===== src/rtl/qick_bit2vec_pkg.sv =====
// Shared definitions for the bit-to-vector collector.
// Contents: FSM state encoding, input-count ceiling, mode constants and a
// helper that builds the mask of active input lanes.
package qick_bit2vec_pkg;

  localparam int MAX_IN = 16;

  typedef enum logic {
    ST_IDLE = 1'b0,
    ST_HOLD = 1'b1
  } state_e;

  localparam logic MODE_LEVEL  = 1'b0;
  localparam logic MODE_STICKY = 1'b1;

  // Lanes [n-1:0] set, everything above cleared.
  function automatic logic [MAX_IN-1:0] in_mask(input int n);
    logic [MAX_IN-1:0] m;
    m = '0;
    for (int i = 0; i < MAX_IN; i++) begin
      if (i < n) m[i] = 1'b1;
    end
    return m;
  endfunction

endpackage


===== src/rtl/qick_sync_bit.sv =====
// Multi-stage single-bit synchronizer into the clk_i domain.
// Ports:
//   clk_i  - destination clock
//   rst_ni - asynchronous active-low reset, clears every stage
//   d_i    - asynchronous input bit
//   q_o    - synchronized bit, STAGES cycles after capture
module qick_sync_bit #(
  parameter int STAGES = 2
) (
  input  logic clk_i,
  input  logic rst_ni,
  input  logic d_i,
  output logic q_o
);

  logic [STAGES-1:0] sync_q;

  always_ff @(posedge clk_i or negedge rst_ni) begin
    if (!rst_ni) sync_q <= '0;
    else         sync_q <= {sync_q[STAGES-2:0], d_i};
  end

  assign q_o = sync_q[STAGES-1];

endmodule


===== src/rtl/qick_bit2vec.sv =====
// Collects up to 16 asynchronous single-bit inputs into one packed vector.
// LEVEL mode mirrors the synchronized levels and pulses dout_chg_o on change;
// STICKY mode captures rising edges and hands snapshots over with valid/ready.
// Ports:
//   clk_i, rst_ni   - clock, asynchronous active-low reset
//   din0..din15     - asynchronous inputs, dinN -> dout_o[N]
//   sticky_i        - mode select (0 LEVEL, 1 STICKY), quasi-static
//   dout_rdy_i      - consumer ready (STICKY only)
//   dout_o          - packed output vector
//   dout_vld_o      - STICKY snapshot valid
//   dout_chg_o      - LEVEL change pulse
//
// state   | meaning
// --------+------------------------------------------------------------
// ST_IDLE | no snapshot offered; LEVEL mode always sits here
// ST_HOLD | snapshot on dout_o with dout_vld_o=1, waiting for dout_rdy_i
module qick_bit2vec
  import qick_bit2vec_pkg::*;
#(
  parameter int OUT_DW  = 16,
  parameter int IN_QTY  = 16,
  parameter int SYNC_ST = 2
) (
  input  logic              clk_i,
  input  logic              rst_ni,
  input  logic              din0,
  input  logic              din1,
  input  logic              din2,
  input  logic              din3,
  input  logic              din4,
  input  logic              din5,
  input  logic              din6,
  input  logic              din7,
  input  logic              din8,
  input  logic              din9,
  input  logic              din10,
  input  logic              din11,
  input  logic              din12,
  input  logic              din13,
  input  logic              din14,
  input  logic              din15,
  input  logic              sticky_i,
  input  logic              dout_rdy_i,
  output logic [OUT_DW-1:0] dout_o,
  output logic              dout_vld_o,
  output logic              dout_chg_o
);

  // Lanes beyond IN_QTY, or beyond what dout_o can carry, are tied off
  // before the synchronizers so their flops collapse to constants.
  localparam int N_ACT = (IN_QTY < OUT_DW) ? IN_QTY : OUT_DW;
  localparam logic [MAX_IN-1:0] ACT_MASK = in_mask(N_ACT);

  if (OUT_DW < IN_QTY) begin : g_trunc_warn
    $warning("qick_bit2vec: OUT_DW < IN_QTY, upper inputs are truncated");
  end

  logic [MAX_IN-1:0] din_vec;
  logic [MAX_IN-1:0] q;
  logic [MAX_IN-1:0] edge_v;
  logic [MAX_IN-1:0] pend_edge;

  assign din_vec = {din15, din14, din13, din12, din11, din10, din9, din8,
                    din7, din6, din5, din4, din3, din2, din1, din0} & ACT_MASK;

  for (genvar i = 0; i < MAX_IN; i++) begin : g_sync
    qick_sync_bit #(.STAGES(SYNC_ST)) u_sync (
      .clk_i (clk_i),
      .rst_ni(rst_ni),
      .d_i   (din_vec[i]),
      .q_o   (q[i])
    );
  end

  state_e            state_q, state_d;
  logic              m_q, m_d;
  logic [MAX_IN-1:0] q_prev_q, q_prev_d;
  logic [MAX_IN-1:0] pend_q, pend_d;
  logic [MAX_IN-1:0] dout_q, dout_d;
  logic              chg_q, chg_d;

  assign edge_v    = q & ~q_prev_q;
  assign pend_edge = pend_q | edge_v;

  always_comb begin
    state_d  = state_q;
    m_d      = sticky_i;
    q_prev_d = q;
    pend_d   = pend_q;
    dout_d   = dout_q;
    chg_d    = 1'b0;

    if (sticky_i != m_q) begin
      // Mode change: flush everything, edges seen this cycle are dropped.
      state_d = ST_IDLE;
      pend_d  = '0;
      dout_d  = '0;
    end else if (m_q == MODE_LEVEL) begin
      state_d = ST_IDLE;
      dout_d  = q;
      chg_d   = (q != dout_q);
    end else begin
      case (state_q)
        ST_IDLE: begin
          if (pend_edge != '0) begin
            dout_d  = pend_edge;
            pend_d  = '0;
            state_d = ST_HOLD;
          end
        end
        ST_HOLD: begin
          if (!dout_rdy_i) begin
            pend_d = pend_edge;
          end else if (pend_edge != '0) begin
            // Handshake and new edges together: reload without a bubble.
            dout_d = pend_edge;
            pend_d = '0;
          end else begin
            dout_d  = '0;
            state_d = ST_IDLE;
          end
        end
        default: state_d = ST_IDLE;
      endcase
    end
  end

  always_ff @(posedge clk_i or negedge rst_ni) begin
    if (!rst_ni) begin
      state_q  <= ST_IDLE;
      m_q      <= MODE_LEVEL;
      q_prev_q <= '0;
      pend_q   <= '0;
      dout_q   <= '0;
      chg_q    <= 1'b0;
    end else begin
      state_q  <= state_d;
      m_q      <= m_d;
      q_prev_q <= q_prev_d;
      pend_q   <= pend_d;
      dout_q   <= dout_d;
      chg_q    <= chg_d;
    end
  end

  for (genvar i = 0; i < OUT_DW; i++) begin : g_out
    if (i < MAX_IN) begin : g_live
      assign dout_o[i] = dout_q[i];
    end else begin : g_zero
      assign dout_o[i] = 1'b0;
    end
  end

  assign dout_vld_o = (state_q == ST_HOLD);
  assign dout_chg_o = chg_q;

endmodule


===== config.mk =====
export PLATFORM = sky130hd
export DESIGN_NAME = qick_bit2vec
export DESIGN_NICKNAME = d
export VERILOG_FILES = /design/src/rtl/qick_bit2vec_pkg.sv /design/src/rtl/qick_sync_bit.sv /design/src/rtl/qick_bit2vec.sv
export SDC_FILE = /design/constraint.sdc
export NUM_CORES = 1
export LEC_CHECK = 0
export CORE_AREA = 2 2 79 81
export CTS_CLUSTER_SIZE = 25
export DETAILED_ROUTE_END_ITERATION = 10
export DIE_AREA = 0 0 81 83
export GPL_TIMING_DRIVEN = 1
export HOLD_SLACK_MARGIN = 0.03
export PLACE_DENSITY = 0.8
export SETUP_SLACK_MARGIN = 0.3
export SLEW_MARGIN = 15
export SYNTH_ARGS = -nofsm -noshare
export SYNTH_HDL_FRONTEND = slang
export SYNTH_SLANG_ARGS = --single-unit

===== constraint.sdc =====
create_clock -name clk_i -period 3.9 [get_ports clk_i]
set_input_delay 0.78 -clock clk_i [delete_from_list [all_inputs] [get_ports clk_i]]
set_output_delay 0.78 -clock clk_i [all_outputs]
set_load 0.05 [all_outputs]

==> results.toml, run 1 <==
[pwr]
power.density_nw_per_um2 = 445.7
p_leak_uw = 0.001821
irDropWorstVdd_mv = 0.3501
power_uw = 1825

[worst_hold_path]
hold_class = "flop to flop"
hold_start = "g_sync[9].u_sync.sync_q[0]"
whs_path_depth = 0

[floorplanning]
dieWidth_um = 81
coreArea_um2 = 5816
start_util_pct = 59.32
io_pins = 38
die_y_um = 83
die-area_um2 = 6723
std_cell_rows = 28

[clock_network]
clockRootBuffer = "clkbuf_8"
ctsResizeCount = 0
cts.clk_slew.worst_paths_ns = 0.09
clk_path_buf_depth = 2
h-tree-depth = 3
clock_sinks = 83
cts_buffers = 9
cts_hold_buf = 0
clk-insertion-delay-late_ns = 0.35
cts_setup_buffers = 0
cts_tree = "done"

[final_layout]
antennaDiodeCount = 0
drive_gt1_share_pct = 8.408
fill_cells = 462
layout_common_cells = "dfrtp_1 (83), mux2i_1 (45), clkdlybuf4s50_1 (36)"
fin_area_um2 = 4095
area_growth_pct = 18.72
final_common_cell = "dfrtp_1"
final_nets = 350

[drt]
wirelength_mm = 6.612
vias = 2288
avgViaCountPerCell = 5.608
drcViolationCount = 0
wl_per_cell_um = 16.21
drt_iter0_markers = 161
ant_nets = 0
dr.pass1.iters = 4

[yosys]
ys.flop_type = "dfrtp_1"
ys_warn_count = 0
syn_area_um2 = 3450
ys_seq_area_share_pct = 60.21
synth_cell_types = 27
synth_nets = 311
synthArstFlopShare_pct = 100.0
syn_area_per_cell_um2 = 11.94
ys_seq_elements = 83
synth-edff-count = 0
syn_inst = 289

[global_routing]
first_global_vias = 2307
grt_max_degree = 84
grt_pass1_wl_mm = 11.56
grt_util_all_layers_pct = 22.63
gr-total-overflow = 0
antenna_found_initial = 0

[place]
place.gp.congestion = 0.8316
portBuffers = 37
dpl-instance-area_um2 = 3890
dp_hpwl_mm = 4.488

[run_status]
status = "finished clean"

[timing]
slew_headroom_pct = 32.14
min_period_ns = 2.737
drv_slew = 0
setup_viol = 0
finalHoldViolCount = 0
rsz0062_at_grt = "no"
tns_ns = 0
max_freq_ghz = 0.3654
worstMarginPinSlew_ns = 1.018
min_period_over_period_pct = 70.18
skew_ns = 0.008408

[job]
cap_violations = 0

[critical_path]
reg2regPathDepth = 7
cp-end-kind = "flop"
crit_type = "primary input to flop"
required_ns = 4.17
crit_fanout = 17
timing.rr.start = "m_q"
setup.worst_path.start = "sticky_i"
startpoint_type = "primary input"
cp.arrival_ns = 3.01
[where the power goes]
part           total (uW)  leakage, uW  internal (uW)  switching [uW]
Combinational         247     0.000684           99.3             148
Clock                 635     0.000107            307             328
Sequential            943      0.00103            903            39.9
[cell families after synthesis]
logic type	synth area share (%)
AOI/OAI and AO/OA	6.819
xor gates and xnor gates	4.062
adders and majority gates	0.7253
buffers and inverters	2.140
DFF	60.21
muxes	13.06
and+or+nand+nor	12.99
[worst paths after layout]
check / to / slack (ns)
setup / recovery: pend_q[1] / 1.16
hold reg to reg: g_sync[9].u_sync.sync_q[1] / 0.35
min in group asynchronous: m_q / 0.59
max in group asynchronous: g_sync[6].u_sync.sync_q[1] / 2.65
setup reg to reg: pend_q[1] / 1.40
hold / removal: g_sync[9].u_sync.sync_q[1] / 0.35
[layer usage]
metal / share of wire, % / track usage (%) / vias up
met5: 0 / 0 / -
met4: 1.3 / 4.931 / 0
met3: 5.3 / 6.196 / 8
met2: 47 / 33.13 / 64
met1: 46 / 34.08 / 1132
li1: - / - / 1084
[metrics by stage]
| stage | setup WS (ns) | util [%] | instances | hold WS (ns) |
|---|---|---|---|---|
| floorplan | 1.533 | - | 289 | 0.3312 |
| global placement | 0.9454 | 66.89 | 392 | 0.3313 |
| detailed placement | 0.8541 | 66.89 | 392 | 0.3347 |
| CTS | 1.184 | 70.42 | 408 | 0.3546 |
| global route | 1.010 | 70.42 | 408 | 0.3598 |
| finish | 1.163 | 70.42 | 408 | 0.3534 |
[Yosys cell counts, types with 4 or more instances]
| library cell | instances | share of area [%] |
|---|---|---|
| a21oi_1 | 4 | 0.58 |
| a22oi_1 | 16 | 3.5 |
| clkbuf_1 | 9 | 0.98 |
| dfrtp_1 | 83 | 60 |
| mux2i_1 | 45 | 13 |
| nand2_1 | 33 | 3.6 |
| nand2b_1 | 14 | 2.5 |
| nand4_1 | 7 | 1.3 |
| nor2_1 | 16 | 1.7 |
| nor3_1 | 5 | 0.73 |
| nor4_1 | 4 | 0.73 |
| o21ai_0 | 15 | 2.2 |
| xnor2_1 | 16 | 4.1 |
[sequential cells by signal, indices dropped and copies added, names as in the netlist]
register / count
dout_o: 16
pend_q: 16
m_q: 1
dout_chg_o: 1
dout_vld_o: 1
q_prev_q: 16
g_sync.u_sync.sync_q: 32
[area by class of cell]
| type | instances | area (um^2) | area share [%] |
|---|---|---|---|
| Tap cell | 75 | 93.84 | 2.291 |
| Sequential cell | 83 | 2077 | 50.72 |
| Multi-Input combinational cell | 189 | 1303 | 31.81 |
| Clock inverter | 7 | 81.33 | 1.986 |
| Clock buffer | 9 | 123.9 | 3.025 |
| Timing Repair Buffer | 42 | 405.4 | 9.899 |
| Inverter | 3 | 11.26 | 0.2750 |
[worst max-delay path, cell delays in order]
cell	delay, ns
clkdlybuf4s50_1	0.51
inv_1	0.06
ha_1	0.29
or3_1	0.60
nand2b_1	0.53
nand2_1	0.14
o21ai_0	0.09
No activity file was read; power rests on OpenSTA's default activity.
==> run 2, diff against run 1 <==
--- a/config.mk
+++ b/config.mk
@@ -5,13 +5,13 @@
 export SDC_FILE = /design/constraint.sdc
 export NUM_CORES = 1
 export LEC_CHECK = 0
-export CORE_AREA = 2 2 79 81
+export CORE_AREA = 2 2 83 85
 export CTS_CLUSTER_SIZE = 25
 export DETAILED_ROUTE_END_ITERATION = 10
-export DIE_AREA = 0 0 81 83
+export DIE_AREA = 0 0 85 87
 export GPL_TIMING_DRIVEN = 1
 export HOLD_SLACK_MARGIN = 0.03
-export PLACE_DENSITY = 0.8
+export PLACE_DENSITY = 0.73
 export SETUP_SLACK_MARGIN = 0.3
 export SLEW_MARGIN = 15
 export SYNTH_ARGS = -nofsm -noshare
==> constraint.sdc (replaced) <==
create_clock -name clk_i -period 2.6 [get_ports clk_i]
set_input_delay 0.52 -clock clk_i [delete_from_list [all_inputs] [get_ports clk_i]]
set_output_delay 0.52 -clock clk_i [all_outputs]
set_load 0.05 [all_outputs]
==> run 2 against run 1 <==
Register-to-register slack got worse by 0.68 ns. Die area increased by 10%. Combinational power increased by 53%. Count of clock-buffer cells in the layout unchanged. First-iteration DRC count decreased by 0.62%. Clock skew increased by 0.0066 ns. Sequential power increased by 51%. Global-route usage decreased by 2.0 points. Final area increased by 0.37%. Core utilization decreased by 7.8 points. Critical endpoint is now dout_o[12]. Sequential share of layout area decreased by 0.19 points. Cell count increased by 2.5%.
==> results.toml, run 2 (synthesis gave the netlist of run 1 again) <==
[run_status]
status = "finished clean"

[floorplanning]
io_pins = 38
dieWidth_um = 85
std_cell_rows = 30
die_y_um = 87
die-area_um2 = 7395
start_util_pct = 52.51
coreArea_um2 = 6569

[pwr]
p_leak_uw = 0.001816
irDropWorstVdd_mv = 0.4579
power.density_nw_per_um2 = 638.7

[final_layout]
top_register = "g_sync.u_sync.sync_q"
utilization_pct = 62.57
drive_gt1_share_pct = 9.763
layout_common_cells = "dfrtp_1 (83), mux2i_1 (45), clkdlybuf4s50_1 (36)"
antennaDiodeCount = 0
largest_reg_flops = 32
fin_area_um2 = 4110
final_common_cell = "dfrtp_1"
final_nets = 355
area_growth_pct = 19.15

[drt]
wl_per_cell_um = 16.22
dr.pass1.iters = 4
ant_nets = 0
drcViolationCount = 0
drt_iter0_markers = 160
wirelength_mm = 6.778
avgViaCountPerCell = 5.447
vias = 2277

[place]
place.gp.congestion = 0.8844
dp_hpwl_mm = 4.682
portBuffers = 37
place_ws_ns = 0.2979
dpl-instance-area_um2 = 3934

[timing]
min_period_over_period_pct = 82.20
skew_ns = 0.01498
tns_ns = 0
drv_slew = 0
max_freq_ghz = 0.4679
setup_viol = 0
worstMarginPinSlew_ns = 0.5519
rsz0062_at_grt = "no"
min_period_ns = 2.137
slew_headroom_pct = 63.20
timing.final.ws_setup_ns = 0.4627
finalHoldViolCount = 0

[critical_path]
ff2ff_setup_slack_ns = 0.72
cp.depth = 1
required_ns = 2.08
cp_num_buf_inv = 1
crit_family = "buffers and inverters"
crit_fanout = 4
cpPeakStageDelay_ns = 0.83
crit_type = "flop to output port"
cp_slowest_cell = "clkdlybuf4s50_1"
startpoint_type = "flop"
cp.arrival_ns = 1.62
timing.rr.start = "g_sync[1].u_sync.sync_q[1]"
reg2regPathDepth = 6
worstReg2RegEnd = "dout_o[7]"
cp-end-kind = "output port"
cp_cell_sequence = "clkdlybuf4s50_1"

[global_routing]
antenna_found_initial = 0
gr-total-overflow = 0
first_global_vias = 2281
grt_util_all_layers_pct = 20.58
grt_max_degree = 48
grt_pass1_wl_mm = 11.72

[job]
cap_violations = 0

[worst_hold_path]
hold_class = "primary input to async pin"

[clock_network]
ctsResizeCount = 0
cts.clk_slew.worst_paths_ns = 0.09
clockRootBuffer = "clkbuf_8"
cts_hold_buf = 0
h-tree-depth = 3
clk_path_buf_depth = 2
cts_tree = "done"
clock_sinks = 83
cts_setup_buffers = 0
clk-insertion-delay-late_ns = 0.35
cts_buffers = 9
-- run 2: changes by cell type in the layout (fill, tap and decap cells not counted), sizes merged --
cell,delta
buf,+5
clkinvlp,+4
inv,-2
bufinv,-1
clkinv,-1
-- run 2: metal layers --
layer	wire, um	up-vias	global-route usage, %
li1	-	1088	-
met1	3137	1124	30.37
met2	3294	63	30.40
met3	310	2	3.507
met4	36	0	8.658
met5	0	-	0
-- run 2: final cells by class --
cell class                 count  area, um^2
inverter                       3       11.26
sequential                    83        2077
fill                         513        2459
tap                           80       100.1
multi-input combinational    189        1303
clock inverter                 7       52.55
timing repair buffer          47       442.9
clock buffer                   9       123.9
-- run 2: worst max-delay path by stage --
stage	start	end	slack [ns]
floorplan	m_q	pend_q[3]	0.33
global placement	sticky_i	pend_q[9]	0.35
detailed placement	sticky_i	pend_q[6]	0.30
CTS	dout_o[13]	dout_o[13]	0.45
global route	dout_o[10]	dout_o[10]	0.40
finish	dout_o[12]	dout_o[12]	0.46
-- run 2: report_power, final --
| group | switching, uW | total (uW) | internal [uW] | leakage (uW) |
|---|---|---|---|---|
| Sequential | 60.3 | 1420 | 1350 | 0.00103 |
| Combinational | 225 | 379 | 154 | 0.000708 |
| Clock | 479 | 831 | 351 | 0.0000783 |
| Total | 765 | 2630 | 1860 | 0.00182 |
-- run 2: metrics by stage --
step           power [uW]  hold slack (ns)  cells
3_5_place_dp         1822           0.3347    402
2_1_floorplan        1663           0.2244    289
5_1_grt              2757           0.1943    418
4_1_cts              2655           0.1697    418
3_3_place_gp         1812           0.3312    402
6_report             2625           0.1586    418
